### src/rtl/vector_alu_pkg.sv
// Shared opcode encoding, default geometry and lane-vector type for the vector ALU sequencer.
package vector_alu_pkg;

  localparam int WIDTH_DEF        = 24;
  localparam int VECTOR_WIDTH_DEF = 8;

  typedef enum logic [2:0] {
    ADD   = 3'b000,
    SUB   = 3'b001,
    MULT  = 3'b010,
    AND   = 3'b011,
    CMP   = 3'b100,
    SHL   = 3'b101,
    PASSA = 3'b110,
    PASSB = 3'b111
  } opcode_t;

  typedef logic [VECTOR_WIDTH_DEF-1:0][WIDTH_DEF-1:0] laneVec_t;

endpackage

### src/rtl/vector_flag_gen.sv
// Zero / negative status for a lane vector: zero when every lane is 0, neg from lane 0 MSB.
module vector_flag_gen #(
  parameter int WIDTH        = 24,
  parameter int VECTOR_WIDTH = 8
) (
  input  logic [VECTOR_WIDTH-1:0][WIDTH-1:0] lanes,
  output logic                               zero,
  output logic                               neg
);

  assign zero = (lanes == '0);
  assign neg  = lanes[0][WIDTH-1];

endmodule

### src/rtl/vector_alu_sequencer.sv
// Request/response sequencer around a combinational vector ALU (IDLE -> DRIVE -> RESP).
// Optional per-lane masking is enabled with the VSEQ_MASK_EN macro.
module vector_alu_sequencer
  import vector_alu_pkg::*;
#(
  parameter int WIDTH        = WIDTH_DEF,
  parameter int VECTOR_WIDTH = VECTOR_WIDTH_DEF
) (
  input  logic                                clk,
  input  logic                                rst_n,
  input  logic                                req_valid,
  output logic                                req_ready,
  input  logic [2:0]                          req_op,
  input  logic [VECTOR_WIDTH-1:0][WIDTH-1:0]  req_a,
  input  logic [VECTOR_WIDTH-1:0][WIDTH-1:0]  req_b,
`ifdef VSEQ_MASK_EN
  input  logic [VECTOR_WIDTH-1:0]             req_mask,
`endif
  output logic [VECTOR_WIDTH-1:0][WIDTH-1:0]  alu_a,
  output logic [VECTOR_WIDTH-1:0][WIDTH-1:0]  alu_b,
  output logic [2:0]                          alu_sel,
  input  logic [VECTOR_WIDTH-1:0][WIDTH-1:0]  alu_out,
  output logic                                rsp_valid,
  input  logic                                rsp_ready,
  output logic [VECTOR_WIDTH-1:0][WIDTH-1:0]  rsp_data,
  output logic                                rsp_zero,
  output logic                                rsp_neg,
  output logic                                busy
);

  localparam logic [1:0] IDLE  = 2'd0;
  localparam logic [1:0] DRIVE = 2'd1;
  localparam logic [1:0] RESP  = 2'd2;

  logic [1:0]                         state;
  logic                               accept;
  logic [VECTOR_WIDTH-1:0][WIDTH-1:0] mergedData_p1;
  logic                               mergedZero_p1;
  logic                               mergedNeg_p1;

  assign req_ready = (state == IDLE) || ((state == RESP) && rsp_ready);
  assign accept    = req_valid && req_ready;
  assign rsp_valid = (state == RESP);
  assign busy      = (state != IDLE);

`ifdef VSEQ_MASK_EN
  logic [VECTOR_WIDTH-1:0] mask_p0;

  // Masked-off lanes keep operand A instead of the ALU result.
  always_comb begin
    mergedData_p1 = alu_out;
    for (int i = 0; i < VECTOR_WIDTH; i++)
      if (!mask_p0[i]) mergedData_p1[i] = alu_a[i];
  end

  always_ff @(posedge clk) begin
    if (!rst_n)      mask_p0 <= '1;
    else if (accept) mask_p0 <= req_mask;
  end
`else
  assign mergedData_p1 = alu_out;
`endif

  vector_flag_gen #(
    .WIDTH        (WIDTH),
    .VECTOR_WIDTH (VECTOR_WIDTH)
  ) u_flagGen (
    .lanes (mergedData_p1),
    .zero  (mergedZero_p1),
    .neg   (mergedNeg_p1)
  );

  // Stage p0: operands into the ALU on accept
  always_ff @(posedge clk) begin
    if (!rst_n) begin
      alu_a   <= '0;
      alu_b   <= '0;
      alu_sel <= 3'b000;
    end else if (accept) begin
      alu_a   <= req_a;
      alu_b   <= req_b;
      alu_sel <= req_op;
    end
  end

  // Stage p1: capture ALU result at the end of DRIVE, hold through RESP
  always_ff @(posedge clk) begin
    if (!rst_n) begin
      state    <= IDLE;
      rsp_data <= '0;
      rsp_zero <= 1'b0;
      rsp_neg  <= 1'b0;
    end else begin
      case (state)
        IDLE:    if (accept) state <= DRIVE;
        DRIVE: begin
          rsp_data <= mergedData_p1;
          rsp_zero <= mergedZero_p1;
          rsp_neg  <= mergedNeg_p1;
          state    <= RESP;
        end
        RESP:    if (rsp_ready) state <= accept ? DRIVE : IDLE;
        default: state <= IDLE;
      endcase
    end
  end

endmodule

### config.mk
export PLATFORM = sky130hd
export DESIGN_NAME = vector_alu_sequencer
export DESIGN_NICKNAME = d
export VERILOG_FILES = /design/src/rtl/vector_alu_pkg.sv /design/src/rtl/vector_flag_gen.sv /design/src/rtl/vector_alu_sequencer.sv
export SDC_FILE = /design/constraint.sdc
export NUM_CORES = 1
export LEC_CHECK = 0
export CAP_MARGIN = 20
export CORE_AREA = 8 8 444 446
export CTS_CLUSTER_SIZE = 20
export DETAILED_ROUTE_END_ITERATION = 6
export DIE_AREA = 0 0 452 454
export GPL_ROUTABILITY_DRIVEN = 0
export HOLD_SLACK_MARGIN = 0.12
export SETUP_SLACK_MARGIN = 0.3
export SLEW_MARGIN = 40
export SYNTH_ARGS = -nofsm -noshare
export SYNTH_HDL_FRONTEND = slang
export SYNTH_SLANG_ARGS = --single-unit
### constraint.sdc
create_clock -name clk -period 1.27 [get_ports clk]
set_clock_uncertainty 0.1 [all_clocks]
set_input_delay 0.1905 -clock clk [delete_from_list [all_inputs] [get_ports clk]]
set_output_delay 0.1905 -clock clk [all_outputs]
set_load 0.02 [all_outputs]
==> results.sh <==
export IMPL_htreeDepth=3
export IMPL_placedInstanceArea_um2=40000
export IMPL_drt_initial_drc_count=2392
export IMPL_cts_root_cell="sky130_fd_sc_hd__clkbuf_16"
export IMPL_yosys_most_used_dff="sky130_fd_sc_hd__dfxtp_1"
export IMPL_hold_slack_ps=-336
export IMPL_tritoncts="yes"
export IMPL_synth_enable_flop_cells=0
export IMPL_fp_coreArea_um2=190000
export IMPL_number_of_placement_rows=160
export IMPL_path_max_fanout=6
export IMPL_hold_path_class="primary input to register"
export IMPL_status="finished with violations"
export IMPL_multiInputGateArea_um2=10800
export IMPL_ant_nets=0
export IMPL_fmaxAchievable_mhz=541
export IMPL_grt_overflow=0
export IMPL_num_vias=27800
export IMPL_drv_max_cap_violation_count=0
export IMPL_power_density_cell_area_nw_per_um2=1140
export IMPL_synth_commonest_cells="1161 x sky130_fd_sc_hd__nand2_1, 582 x sky130_fd_sc_hd__dfxtp_1, 330 x sky130_fd_sc_hd__a21boi_1, 249 x sky130_fd_sc_hd__a21boi_0, 69 x sky130_fd_sc_hd__clkbuf_1"
export IMPL_setup_repair_after_global_routing_missed_its_margin="yes"
export IMPL_cp_cell_sequence="a21oi_4 -> buf_6 -> buf_12 -> nand2_8 -> buf_12 -> clkbuf_16 -> buf_12 -> clkbuf_16 -> nand2_4 -> a21boi_1"
export IMPL_worst_path_largest_cell_delay_ps=350
export IMPL_critical_path_class="register to register"
export IMPL_slew_viol_final=0
export IMPL_setup_viol=1165
export IMPL_finalWorstSetupSlack_ps=-580
export IMPL_synth_top_area_share_pct=52.8
export IMPL_slew_headroom_pct=52.3
export IMPL_postSynthNetCount=3177
export IMPL_avg_wl_per_cell_um=26.3
export IMPL_detail_route_first_pass_iterations=7
export IMPL_violations="hold timing, setup timing"
export IMPL_period_minus_slack_ps=1850
export IMPL_sequential_fraction_of_the_synthesis_area_pct=52.8
export IMPL_transition_time_of_the_tightest_slew_check_pin_ps=710
export IMPL_synthesized_flop_and_latch_total=582
export IMPL_first_pass_grt_wire_length_um=230000
export IMPL_clk_latency_ps=670
export IMPL_yosys_cell_count_top_type="sky130_fd_sc_hd__nand2_1"
export IMPL_synth_cell_area_um2=22100
export IMPL_syn_to_final_growth_pct=137
export IMPL_grt_antenna_before_repair=114
export IMPL_per_instance_average_area_after_synthesis_um2=8.51
export IMPL_yosys_warnings=0
export IMPL_synth_top_area_cell="sky130_fd_sc_hd__dfxtp_1"
export IMPL_io_buf_count=1166
export IMPL_post_drt_via_cell_ratio=3.92
export IMPL_dp_hpwl_um=138000
export IMPL_first_global_vias=26900
export IMPL_grtUsageTotal_pct=16.0
export IMPL_die_y_um=454
export IMPL_timing_critical_path_from_type="register"
export IMPL_synth_cells=2594
export IMPL_post_route_period_util_pct=146
export IMPL_final_hold_violations=9
export IMPL_cts_sinks=582
export IMPL_clkTransAtPathRegs_ps=60
export IMPL_die_x_um=452
export IMPL_tritoncts_num_buffers=75
export IMPL_io_pins=1167
export IMPL_area_of_the_die_um2=205000
export IMPL_cp_slowest_cell="sky130_fd_sc_hd__dfxtp_4"
export IMPL_layout_area_seq_um2=12000
export IMPL_timing_critical_path_arrival_ps=2310
export IMPL_timing_critical_path_required_ps=1730
export IMPL_share_of_final_layout_standard_cells_stronger_than_drive_strength_1_pct=37.3
export IMPL_start_util_pct=11.6
export IMPL_leak_pwr_nw=20.8
export IMPL_nNetsFinal=5052
export IMPL_cp_buffers_inverters=6
export IMPL_finalInstanceArea_um2=52300
export IMPL_pre_cts_setup_slack_ps=-1770
export IMPL_clock_path_buffers=3
export IMPL_synth_top_cells_by_area="sky130_fd_sc_hd__dfxtp_1 53%, sky130_fd_sc_hd__nand2_1 20%, sky130_fd_sc_hd__a21boi_1 11%"
export IMPL_wl_um=186000
export IMPL_remaining_drc_errors=0
export IMPL_critical_path_most_common_cell="sky130_fd_sc_hd__buf_12"
export IMPL_fillerInstances=19600
export IMPL_path_delay_family="buffers and inverters"
export IMPL_vdd_drop_max_v=0.00103
export IMPL_synth_async_sr_flop_share_pct=0
export IMPL_critical_path_capture_point_type="register"
export IMPL_post_synth_num_cell_types=25
export IMPL_grt_max_degree=90
[repair_timing]
action | 4_1_cts | 5_1_grt
pin swaps | 82 | 307
buffers inserted | 24 | 31
hold endpoints to repair | 579 | 125
gates resized for setup | 2207 | 526
endpoints found under the setup margin | 1166 | 1166
gates cloned | 14 | 51
hold buffers | 454 | 7
[flip-flops by register name, indices dropped and copies added, names as in the netlist]
signal    count
rsp_data    192
alu_a       192
alu_sel       3
rsp_zero      1
state         2
alu_b       192
[layer usage]
layer / routed length, µm / global-route usage (%)
met4: 7560 / 5.82
met3: 17300 / 5.58
met1: 73100 / 19.0
met5: 319 / 0
met2: 88100 / 26.7
[cells by family (layout without fill, tap and decap cells)]
family / Yosys count / in the layout / synth area share [%]
DFF: 582 / 582 / 52.8
and+or+nand+nor: 1236 / 1236 / 21.8
AOI/OAI and AO/OA: 581 / 581 / 19.8
buffers and inverters: 195 / 2127 / 5.59
other: 0 / 62 / 0
[report_power, final]
| part | switching [mW] | total [mW] | internal [mW] | leakage, nW |
|---|---|---|---|---|
| Sequential | 1.14 | 20.6 | 19.4 | 4.89 |
| Clock | 9.46 | 24.2 | 14.8 | 1.35 |
| Combinational | 6.86 | 14.8 | 7.91 | 14.6 |
[final timing paths]
check | startpoint | endpoint | slack (ps) | cells past startpoint
worst min-delay path | alu_out[106] | rsp_data[106]$_SDFFE_PN0N_ | -340 | 3
worst max-delay path | state[0]$_SDFFE_PN0P_ | alu_a[150]$_SDFFE_PN0P_ | -580 | 10
worst min register to register | alu_b[108]$_SDFFE_PN0P_ | alu_b[108]$_SDFFE_PN0P_ | 360 | 2
worst max register to register | state[0]$_SDFFE_PN0P_ | alu_a[150]$_SDFFE_PN0P_ | -580 | 10
[cell usage in the layout, fill, tap and decap left out, drive strengths merged]
cell,synthesis,layout
diode,0,62
nor4b,1,1
inv,1,5
a21oi,1,1
nand2,1162,1162
or2,1,1
bufinv,0,15
dlygate4sd2,0,36
dlygate4sd3,0,458
a21boi,579,579
and2,2,2
nand4,11,11
clkdlybuf4s50,0,537
clkinvlp,0,2
nand2b,1,1
clkinv,0,15
nor4,48,48
o21a,1,1
nor3,3,3
buf,125,921
clkbuf,69,135
nor2,1,1
dfxtp,582,582
nand3,3,3
clkdlybuf4s15,0,3
nor2b,2,2
and3,1,1
[tightest hold or removal path: stages]
cell and delay [ps]:
sky130_fd_sc_hd__buf_6 100, sky130_fd_sc_hd__nand2_1 50, sky130_fd_sc_hd__a21boi_0 60
[final cells by class]
class / instances / area share, %
diodes: 62 / 0.297
clock buffers: 98 / 4.00
clock inverters: 36 / 1.27
inverters: 1 / 0.00717
multi-input cells: 1817 / 20.7
flip-flops and latches: 582 / 23.0
well taps: 2511 / 6.00
repair buffers: 1992 / 44.7
[per-stage QoR]
step                      std cells  utilization [%]  TNS [ps]  power (mW)
after global placement         6324             21.1   -390330        31.4
after CTS                      6950             25.8   -410860        58.4
final                          7099             27.6   -333430        59.6
after floorplan                2594                -    -59900        24.0
after global routing           7074             27.6   -427260        61.6
after detailed placement       6324             21.1   -391790        31.5
Note: power is estimated with default switching activity, not from simulation.
